File: src/rtl/mulaw_pkg.sv
// Shared types for the mu-law encoder front-end arbiter: encoder
// configuration record, per-sample tag and the control FSM states.
package mulaw_pkg;

    // Data widths of one mu-law configuration.
    typedef struct packed {
        int P_DECODED_DW;
        int P_ENCODED_DW;
    } mulaw_cfg_t;

    // 16-bit linear samples in, 11-bit codes out.
    localparam mulaw_cfg_t MU_LAW_16_11 = '{P_DECODED_DW: 16, P_ENCODED_DW: 11};

    // Channel field sized for the largest supported requester count (16).
    localparam int TAG_CH_W = 4;

    // Travels alongside each sample so the result can be routed back.
    typedef struct packed {
        logic                valid;
        logic [TAG_CH_W-1:0] ch;
    } tag_t;

    typedef enum logic [1:0] {
        ST_IDLE,
        ST_RUN,
        ST_DRAIN
    } state_t;

endpackage

File: src/rtl/rr_arbiter.sv
// Round-robin grant: the search starts one past the last winner and
// wraps modulo N, so every requester is served within N grants.
module rr_arbiter #(
    parameter int N = 4
) (
    input  logic [N-1:0]         req,
    input  logic [$clog2(N)-1:0] last,
    output logic [N-1:0]         gnt
);

    localparam int IW = $clog2(N);

    // (base + off) mod N for base < N and off <= N; never yields an index >= N.
    function automatic logic [IW-1:0] wrap_add(input logic [IW-1:0] base, input int off);
        int sum;
        sum = int'(base) + off;
        if (sum >= N) sum = sum - N;
        return IW'(sum);
    endfunction

    logic [IW-1:0] idx;
    logic          found;

    // First requesting channel at or after last+1 wins the one-hot grant.
    always_comb begin
        // NOTE: every variable gets a default before the loop; a path that left one unassigned would infer a latch.
        gnt   = '0;
        found = 1'b0;
        idx   = '0;
        for (int off = 1; off <= N; off++) begin
            idx = wrap_add(last, off);
            if (!found && req[idx]) begin
                gnt[idx] = 1'b1;
                found    = 1'b1;
            end
        end
    end

endmodule

File: src/rtl/mulaw_enc_arb.sv
// Shares one external mu-law encoder between N_CH requesters. Accepted
// samples are tagged with their channel; the tag rides a shift register
// matched to the encoder latency so each code is returned with its owner.
module mulaw_enc_arb
    import mulaw_pkg::*;
#(
    parameter mulaw_cfg_t cfg_t      = MU_LAW_16_11,
    parameter int         N_CH       = 4,
    parameter int         PIPE_DELAY = 6,
    localparam int        DDW        = cfg_t.P_DECODED_DW,
    localparam int        EDW        = cfg_t.P_ENCODED_DW,
    localparam int        CHW        = $clog2(N_CH)
) (
    input  logic                i_clk,
    input  logic                i_rst_n,
    input  logic                i_en,
    input  logic [N_CH-1:0]     i_req_valid,
    input  logic [N_CH*DDW-1:0] i_req_dt,
    output logic [N_CH-1:0]     o_req_ready,
    output logic [DDW-1:0]      o_enc_dt,
    output logic                o_enc_enable,
    input  logic [EDW-1:0]      i_enc_dt,
    input  logic                i_enc_enable,
    output logic                o_rsp_valid,
    output logic [CHW-1:0]      o_rsp_ch,
    output logic [EDW-1:0]      o_rsp_dt,
    output logic                o_busy,
    output logic                o_err
);

    localparam int HW = $clog2(PIPE_DELAY + 1);

    state_t          state;
    state_t          state_nxt;
    logic [CHW-1:0]  last_grant;
    logic [CHW-1:0]  grant_idx;
    logic [N_CH-1:0] gnt;
    logic            accept;
    logic [CHW-1:0]  enc_ch;
    tag_t            tag_pipe [PIPE_DELAY];
    tag_t            tap;
    logic            tap_ch_unused;
    logic [HW-1:0]   hold_cnt;
    logic            masked;
    logic            pipe_busy;

    rr_arbiter #(.N(N_CH)) u_rr (
        .req  (i_req_valid),
        .last (last_grant),
        .gnt  (gnt)
    );

    assign o_req_ready = (state == ST_RUN && i_en) ? gnt : '0;
    assign accept      = |(o_req_ready & i_req_valid);
    assign o_busy      = (state != ST_IDLE);
    assign tap         = tag_pipe[PIPE_DELAY-1];
    // Channel bits above CHW are always zero; folding them keeps them read.
    assign tap_ch_unused = ^tap.ch;
    // Encoder output is ignored until anything issued before reset has flushed out.
    assign masked      = (hold_cnt != '0);

    // Binary index of the one-hot grant.
    always_comb begin
        grant_idx = '0;
        for (int k = 0; k < N_CH; k++) begin
            if (gnt[k]) grant_idx = CHW'(k);
        end
    end

    // A sample is still travelling if the issue slot or any tag slot is valid.
    always_comb begin
        pipe_busy = o_enc_enable;
        for (int i = 0; i < PIPE_DELAY; i++) begin
            pipe_busy = pipe_busy | tag_pipe[i].valid;
        end
    end

    // FSM state register.
    always_ff @(posedge i_clk or negedge i_rst_n) begin
        if (!i_rst_n) state <= ST_IDLE;
        else          state <= state_nxt;
    end

    // FSM next state: drain lets in-flight samples finish after i_en drops.
    always_comb begin
        state_nxt = state;
        case (state)
            ST_IDLE:  if (i_en) state_nxt = ST_RUN;
            ST_RUN:   if (!i_en) state_nxt = ST_DRAIN;
            ST_DRAIN: begin
                if (i_en)            state_nxt = ST_RUN;
                else if (!pipe_busy) state_nxt = ST_IDLE;
            end
            default:  state_nxt = ST_IDLE;
        endcase
    end

    // Issue register: hand the accepted sample to the encoder, remember its owner.
    always_ff @(posedge i_clk or negedge i_rst_n) begin
        if (!i_rst_n) begin
            o_enc_enable <= 1'b0;
            o_enc_dt     <= '0;
            enc_ch       <= '0;
            last_grant   <= CHW'(N_CH - 1);
        end else begin
            // NOTE: non-blocking assignments make every register sample pre-edge values regardless of statement order.
            o_enc_enable <= accept;
            if (accept) begin
                o_enc_dt   <= i_req_dt[int'(grant_idx)*DDW +: DDW];
                enc_ch     <= grant_idx;
                last_grant <= grant_idx;
            end
        end
    end

    // Tag shift register; its tap lines up with the encoder's o_enable.
    always_ff @(posedge i_clk or negedge i_rst_n) begin
        if (!i_rst_n) begin
            // NOTE: this small register array is reset on purpose: a stale valid bit would report a phantom result.
            for (int i = 0; i < PIPE_DELAY; i++) tag_pipe[i] <= '0;
        end else begin
            tag_pipe[0] <= '{valid: o_enc_enable, ch: TAG_CH_W'(enc_ch)};
            for (int i = 1; i < PIPE_DELAY; i++) tag_pipe[i] <= tag_pipe[i-1];
        end
    end

    // Response registers, post-reset mask and sticky alignment error.
    always_ff @(posedge i_clk or negedge i_rst_n) begin
        if (!i_rst_n) begin
            hold_cnt    <= HW'(PIPE_DELAY);
            o_rsp_valid <= 1'b0;
            o_rsp_ch    <= '0;
            o_rsp_dt    <= '0;
            o_err       <= 1'b0;
        end else begin
            if (masked) hold_cnt <= hold_cnt - HW'(1);
            o_rsp_valid <= i_enc_enable & tap.valid & ~masked;
            o_rsp_ch    <= tap.ch[CHW-1:0];
            o_rsp_dt    <= i_enc_dt;
            if (!masked && (i_enc_enable != tap.valid)) o_err <= 1'b1;
        end
    end

endmodule

File: config.mk
export PLATFORM = sky130hd
export DESIGN_NAME = mulaw_enc_arb
export DESIGN_NICKNAME = d
export VERILOG_FILES = /design/src/rtl/mulaw_pkg.sv /design/src/rtl/rr_arbiter.sv /design/src/rtl/mulaw_enc_arb.sv
export SDC_FILE = /design/constraint.sdc
export NUM_CORES = 1
export LEC_CHECK = 0
export ABC_AREA = 1
export CORE_UTILIZATION = 45
export DETAILED_ROUTE_END_ITERATION = 8
export PLACE_DENSITY = 0.81
export SYNTH_ARGS = -nofsm -noshare
export SYNTH_HDL_FRONTEND = slang
export SYNTH_SLANG_ARGS = --single-unit
File: constraint.sdc
create_clock -name i_clk -period 6 [get_ports i_clk]
set_input_delay 1.2 -clock i_clk [delete_from_list [all_inputs] [get_ports i_clk]]
set_output_delay 1.2 -clock i_clk [all_outputs]
set_load 0.02 [all_outputs]
* Yosys cells after proc, flatten, opt, wreduce, memory -nomap -nowiden
Cells that the tools add are included.
W data, S select, Z words.
** Word-level totals
- Register bits :: 59
- Input port bits :: 83
- Output and inout bits :: 37
- Logic and storage cells :: 117
** Operators by class
- Add/subtract/negate cells :: 9
- Magnitude comparators :: 12
- Equality and inequality tests :: 6
- Shifts and indexed selects :: 1
- Multiplexer cells :: 36
- Bitwise operators :: 13
- Reduce and logical (&&, ||, !) cells :: 18
** Operator list (number)
- $shiftx A64 B7 Y16 :: 1
- $mux W2 :: 10
- $mux W4 :: 5
- $lt A2 B3 Y1 const B :: 4
- $mux W1 :: 12
- $or A4 B4 Y4 :: 3
- $ge A3 B3 Y1 const B :: 3
- $logic_and A1 B1 Y1 :: 9
- $bmux W1 S2 :: 4
- $demux W1 S2 :: 4
- $ge A2 B1 Y1 const B :: 4
- $sub A2 B1 Y2 const B :: 4
- $add A2 B2 Y3 const B :: 2
- $or A1 B1 Y1 :: 6
- $pmux W2 S3 :: 1
- $add A2 B3 Y4 const B :: 1
- $and A4 B4 Y4 :: 1
- $ge A4 B3 Y1 const B :: 1
- $logic_not A1 Y1 :: 4
- $ne A2 B2 Y1 const B :: 2
- $reduce_or A4 Y1 :: 1
- $add A2 B1 Y3 const B :: 1
- $ne A3 B3 Y1 const B :: 1
- $reduce_and A3 Y1 :: 1
- other kinds (9) :: 10

* Depth between registers and ports, before layout
Gate-level depths: netlist of run 1.
- Word-level depth :: 19
- Depth in mapped cells :: 18
- Mapped depth without buffers :: 17

* By module
A second synthesis of run 1 with hierarchy kept.
** Second synthesis, totals
- Cells, all modules :: 403
- Area total of the unflattened synthesis :: 3221.8 µm²
** Modules (own cells, without submodules)
- mulaw_enc_arb :: times used 1, cells an instance 328, area each 2800.2 µm², sequential area each 1481.4 µm²
- rr_arbiter :: times used 1, cells an instance 75, area each 421.7 µm², sequential area each 0.0 µm²

* Least setup slack after synthesis of run 1
OpenSTA, ideal clock, no wires.
- Kind :: in2out
- Start point :: input port i_req_valid[2]
- End point :: output port o_req_ready[3]
- Data arrival time :: 2.388 ns
- Required time :: 4.800 ns
- Path slack :: 2.412 ns
- Stages on the path :: 10
- Path buffers :: 1
- Path through :: nand2_1 nand3_2 nand2_4 nand2_4 nor2_4 nand2_1 inv_2 nor2_4 buf_2 nor2_1
** Between the ends
- Cells in the longest elaborated chain, start to end :: 13
- Elaborated cells on any way between the ends :: 25
- Those cells by class :: mux: 16; bitwise: 3; reduce/logical: 6
** RTL lines
- from (decl) :: RTL line mulaw_enc_arb.sv:17 : input logic [N_CH-1:0] i_req_valid,
- $bmux W1 S2 :: RTL line rr_arbiter.sv:32 : if (!found && req[idx]) begin
- $mux W1 (not written as such) :: RTL line rr_arbiter.sv:32
- $mux W1 :: RTL line rr_arbiter.sv:32
- $logic_not A1 Y1 :: RTL line rr_arbiter.sv:32
- $logic_and A1 B1 Y1 :: RTL line rr_arbiter.sv:32
- $mux W1 :: RTL line rr_arbiter.sv:32
- $logic_not A1 Y1 :: RTL line rr_arbiter.sv:32
- $logic_and A1 B1 Y1 :: RTL line rr_arbiter.sv:32
- $mux W1 :: RTL line rr_arbiter.sv:32
- $logic_not A1 Y1 :: RTL line rr_arbiter.sv:32
- $logic_and A1 B1 Y1 :: RTL line rr_arbiter.sv:32
- $mux W4 * :: RTL line rr_arbiter.sv:32
- $mux W4 * :: RTL line mulaw_enc_arb.sv:53 : assign o_req_ready = (state == ST_RUN && i_en) ? gnt : '0;
- to (decl) :: RTL line mulaw_enc_arb.sv:19 : output logic [N_CH-1:0] o_req_ready,
Mark *: on every way between the ends. The rest lies on a longest branch, timed or not. The select of a mux whose other input is x is not followed.

* Final worst setup path of run 1
Same ends and word-level chain as after synthesis.

==> impl_results.md, run 1 <==
* CTS sink count at 59
* Multi-input gate area at 1450 µm²
* Max VDD drop at 281 µV
* Layout cell share with drive strength beyond 1 at 8.93%
* Flop and latch count out of synthesis at 59
* Cell area after synthesis at 3220 µm²
* Setup TNS at 0 ps
* Hold buffers post-CTS at 0
* Worst path arrival time at 3550 ps
* Metal3 WL at 568 µm
* Status: complete, no violations
* Most common cell in the netlist: nand2_1
* CTS tree: built
* Maxcap violations at 0
* PnR worst setup slack at 1250 ps
* Req. time, crit path at 4800 ps
* Avg Inst Size Synth at 7.61 µm²
* Gpl congestion at 0.849
* Top Ports at 120
* Non-Filler Instances at 645
* PostCTS Resize Cnt at 0
* Area grow syn2layout at 43.8%
* NumNets Final at 638
* Initial antenna violation count at 0
* Crit path kind: in -> out
* Max Fclk at 0.210 GHz
* Vias per cell at 4.55
* Largest net degree at the start of global routing at 60
* Type of origin of the critical path: primary input
* Post-synth EDFFs at 0
* H-tree depth at 3
* Crit Path Max Fanout at 35
* Placed insts at 629
* Total CTS buffers at 9
* CTS Buffer Depth at 2
* First-pass GRT wire length at 12300 µm
* Cell area power density at 517 nW/µm²
* RSZ-0062 raised after global routing: false
* Vias in the first global route at 2792
* Dpl cell area at 4450 µm²
* Final core area utilization at 67.4%
* Seq/Total Area, Yosys at 46.0%
* Synth top area cells: dfrtp_1 43%, nand2_1 16%, nor2_1 8.4%, inv_1 5.7%, nand3_1 5.6%
* Met2 wire length at 3620 µm
* Routed length on met1 at 3180 µm
* Share of the synthesized area in the top cell type at 42.8%
* Setup violators final at 0
* Residual DRC at 0
* Detail Placement HPWL at 5550 µm
* Clk_skew at 3.19 ps
* 1st-iter DRT viols at 128
* Placement Setup Slack at 1280 ps
* Global-route usage over all layers at 21.2%
* Worst-skew pair later-pin latency at 330 ps
* Drt pass-1 iters at 4
* Leakage at 2.38 nW
* Fin crit period at 4750 ps
* Cell variety after synth at 30
* Cells after synthesis at 423
* Fin crit share at 79.2%
* Final Max Tran Viols at 0
* Drt total wl at 7440 µm
* Slew Limit Headroom at 50.4%
* Postcts setup bufs at 0
* Ant. Diodes at 0
* Initial Util at 46.8%
* Asr flop ratio synth at 100%
* Worst setup EP type: output pin
* # fillers at 570
* FP Rows at 30
* Port buffer count at 119
* DR WL/cell at 11.5 µm
* Vias at 2936
* Syn Nets at 517
* Core Region at 6870 µm²
* Measured slew at the worst slew-check pin at 744 ps
* Yosys warns at 0
* Post-route cell area at 4630 µm²
* Post-route ant nets at 0
* Register area at 1480 µm²
* Remaining Overflow, GRT at 0
* Final Hold Viols at 0
* Post-synth top flop: dfrtp_1
* Leading area contributor after synthesis: dfrtp_1
* Clk slew on worst S/H paths at 60 ps
* Worst hold path class: reg -> reg
* Die width at 86.6 µm
* CTS root buf: clkbuf_8
* Die Span Y at 86.6 µm
* Die Footprint at 7490 µm²
* Top sig layer: met4
* Synth cell count leaders: 141 x nand2_1, 72 x nor2_1, 55 x dfrtp_1
## flip-flops by register name, summed over array words and instances, names as in the netlist, 2 cells and up
name        flops
state           2
last_grant      2
hold_cnt        3
o_rsp_ch        2
tag_pipe       18
o_rsp_dt       11
o_enc_dt       16
enc_ch          2
## through the flow
stage / hold slack (ps) / total power, mW
finish: 350 / 2.39
global route: 354 / 2.61
CTS: 352 / 2.40
detailed placement: 336 / 2.08
global placement: 333 / 2.04
floorplan: 331 / 1.72
## power breakdown
part	switching [mW]	leakage, nW	internal [mW]	total [mW]
logic	0.938	1.56	0.544	1.48
registers	0.0732	0.734	0.527	0.600
clock network	0.139	0.0905	0.171	0.311
## critical path, cell delays in order
cell and delay, ps:
clkdlybuf4s50_1 470, nand2_1 150, nand3_2 160, nand2_4 140
nand2_4 70, nor2_4 110, nand2_1 90, nand2_1 130
nor2_4 40, buf_4 230, nor2_1 140, clkdlybuf4s50_1 620
## cell type report
class                   count  share of cell area [%]
multi-input cells         300                    31.3
inverters                  53                    4.41
clock buffers              14                    3.52
clock inverters             2                   0.216
flip-flops and latches     59                    32.0
repair buffers            121                    26.0
well taps                  96                    2.60
## path summary, 6_finish.rpt
path	depth (start not counted)	from	endpoint	slack [ps]
max in group asynchronous	2	i_rst_n	o_enc_dt[1]	4520
max	12	i_req_valid[2]	o_req_ready[3]	1250
min reg2reg	0	tag_pipe[10]	tag_pipe[5]	350
min	0	tag_pipe[10]	tag_pipe[5]	350
max reg2reg	15	last_grant[1]	o_enc_dt[7]	2980
min in group asynchronous	2	i_rst_n	state[1]	1010
## layer usage
layer / track usage, % / up-vias
li1: - / 1517
met1: 24.6 / 1293
met2: 37.1 / 118
met3: 6.86 / 8
met4: 6.67 / 0
met5: 0 / -
## placed cells by master (no fill, tap or decap)
master           instances
buf_2                    1
xnor2_1                  1
nor2_8                   1
clkinv_2                 2
inv_2                    2
dfrtp_1                 55
nor4_1                   2
nand2_1                141
nor2_4                   4
nand3_2                  2
a21oi_1                  2
and2_1                   1
nand3b_4                 1
o21ai_0                  1
ha_1                    11
inv_1                   49
nand2_4                  5
clkdlybuf4s50_1        118
a2111oi_0                1
clkinv_4                 1
xor2_1                   1
o21ai_1                  4
nand2_2                 12
a21o_1                   1
dfstp_2                  4
clkinv_1                 1
buf_4                    2
nor2_1                  72
clkbuf_8                11
nor2_2                   1
clkbuf_1                 3
nand3_1                 36
## logic make-up (layout without fill, tap and decap cells)
logic type | after synthesis | after routing | synth area share (%)
and+or+nand+nor | 278 | 278 | 38.6
xor gates and xnor gates | 2 | 2 | 0.544
DFF | 59 | 59 | 46.0
AOI/OAI and AO/OA | 9 | 9 | 1.59
buffers and inverters | 64 | 190 | 8.98
adders and majority gates | 11 | 11 | 4.28
Power figures use the tool's default switching activity.
==> run 2: changes to the inputs <==
CORE_UTILIZATION = 40   (was 45)
PLACE_DENSITY = 0.76   (was 0.81)
clock period = 4.2 ns   (was 6 ns; I/O delays follow)
==> run 2 against run 1 <==
Flip-flop and latch count is the same. Combinational power rose by 43%. Setup slack worse by 910 ps. Final area rose by 1.8%. Die area rose by 12%. Register-to-register slack worse by 1800 ps. Critical path depth stayed put. Critical endpoint unchanged. Largest power group unchanged. Highest routed layer unchanged.
==> impl_results.md, run 2 (synthesized netlist as in run 1, its figures left out) <==
* Clk slew on worst S/H paths at 70 ps
* Placement Setup Slack at 459 ps
* Maxcap violations at 0
* Cell area power density at 764 nW/µm²
* Worst-skew pair later-pin latency at 330 ps
* DR WL/cell at 11.2 µm
* Remaining Overflow, GRT at 0
* PostCTS Resize Cnt at 0
* Top Ports at 120
* Power Total at 3.60 mW
* Slowest CP cell: clkdlybuf4s50_1
* Non-Filler Instances at 651
* Gpl congestion at 0.789
* Total CTS buffers at 9
* FP Rows at 32
* Switch Pwr at 1.65 mW
* Drt total wl at 7290 µm
* Top flop regs: tag_pipe: 18 flops, o_enc_dt: 16 flops, o_rsp_dt: 11 flops
* Drt pass-1 iters at 4
* RR Startpoint: last_grant[1]
* Final Hold Viols at 0
* NumNets Final at 639
* Clk_skew at 12.5 ps
* Largest net degree at the start of global routing at 35
* Worst setup EP type: output pin
* Req. time, crit path at 3360 ps
* Hold_ws at 350 ps
* Hold buffers post-CTS at 0
* Measured slew at the worst slew-check pin at 747 ps
* Crit path kind: reg -> out
* Layout cell share with drive strength beyond 1 at 9.29%
* Placed insts at 636
* Leakage at 2.41 nW
* Status: complete, no violations
* Number of flip-flops in the largest register at 18
* Crit-path cells: inv_1 -> ha_1 -> inv_1 -> nand3_2 -> nand2_4 -> nand2_4 -> nor2_4 -> nand2_1 -> inv_2 -> nor2_4 -> nor2_1 -> clkdlybuf4s50_1
* Crit Path Max Fanout at 9
* Worst path arrival time at 3020 ps
* Initial Util at 41.4%
* Die Span Y at 91.7 µm
* Vias in the first global route at 2688
* Met1 global-route usage at 22.5%
* CTS tree: built
* Internal power at 1.95 mW
* Max Fclk at 0.259 GHz
* Max VDD drop at 394 µV
* Area grow syn2layout at 46.3%
* Vias at 2905
* Die Footprint at 8410 µm²
* Worst hold path class: reg -> reg
* Register area at 1480 µm²
* Fin crit share at 92.0%
* CTS root buf: clkbuf_8
* Core Region at 7770 µm²
* Commonest non-fill, non-tap cell in the layout: nand2_1
* Ant. Diodes at 0
* Comb pwr share at 59.0%
* Global-route usage over all layers at 18.2%
* CTS sink count at 59
* Die width at 91.7 µm
* Postcts setup bufs at 0
* 1st-iter DRT viols at 119
* Final core area utilization at 60.6%
* Detail Placement HPWL at 5540 µm
* Fin crit period at 3860 ps
* Residual DRC at 0
* CP startpoint: last_grant[1]
* Multi-input gate area at 1450 µm²
* Initial antenna violation count at 0
* First-pass GRT wire length at 12000 µm
* Setup violators final at 0
* Final Max Tran Viols at 0
* GRT Max-Usage Layer: met2
* Dpl cell area at 4470 µm²
* Flop pwr share at 23.8%
* Net Sw Frac at 45.8%
* Post-route ant nets at 0
* Setup TNS at 0 ps
* RSZ-0062 raised after global routing: false
* Type of origin of the critical path: register
* # fillers at 693
* PnR worst setup slack at 337 ps
* Commonest cells after routing, fill and taps aside: 141 x nand2_1, 118 x clkdlybuf4s50_1, 72 x nor2_1
* Post-route cell area at 4710 µm²
* Met2 Use GR at 30.4%
* GR met3 Demand/Resource at 5.56%
* Worst Min Path Start: tag_pipe[21]
* Clk pwr share at 17.3%
* Port buffer count at 119
* Most flops, register: tag_pipe
* Slew Limit Headroom at 50.1%
* H-tree depth at 3
* Max stage delay on crit path at 640 ps
* CTS Buffer Depth at 2
* Vias per cell at 4.46
## run 2: changes by cell type in the layout (fill, tap and decap cells not counted)
cell	before	now
buf_4	2	3
bufinv_16	0	3
clkbuf_1	3	1
clkbuf_8	11	10
clkinv_2	2	0
clkinv_4	1	2
## run 2: layout make-up
class / instances / area share [%]
clock buffers: 11 / 3.00
clock inverters: 4 / 2.10
inverters: 53 / 4.33
multi-input cells: 300 / 30.7
flip-flops and latches: 59 / 31.5
well taps: 102 / 2.71
repair buffers: 122 / 25.7
## run 2: routing by layer
metal,wire [µm],part of all wire [%]
met3,520,7.1
met1,3230,44
met4,82,1.1
met5,0,0
met2,3460,47
## run 2: final timing paths
kind	to	slack [ps]	cells after the start
max in group asynchronous	o_rsp_dt[7]	2890	2
worst min register to register	tag_pipe[16]	350	0
worst max register to register	o_enc_dt[9]	1180	17
worst min-delay path	tag_pipe[16]	350	0
min in group asynchronous	o_enc_enable	510	1
worst max-delay path	o_req_ready[3]	340	12
## run 2: critical path, delay by kind of cell, from the launching register on
family / cells / cell delay [ps]
fa+ha+maj: 1 / 360
buf+inv: 4 / 990
flops: 1 / 630
simple gates: 7 / 720
## run 2: power by group through the flow
stage                     logic [mW]  clock network [mW]  registers (mW)
final                           2.12               0.622           0.855
after floorplan                 1.51                   0           0.948
after detailed placement        2.11                   0           0.866
after global placement          2.10                   0           0.859
after global routing            2.37               0.662           0.876
after CTS                       2.13               0.632           0.857
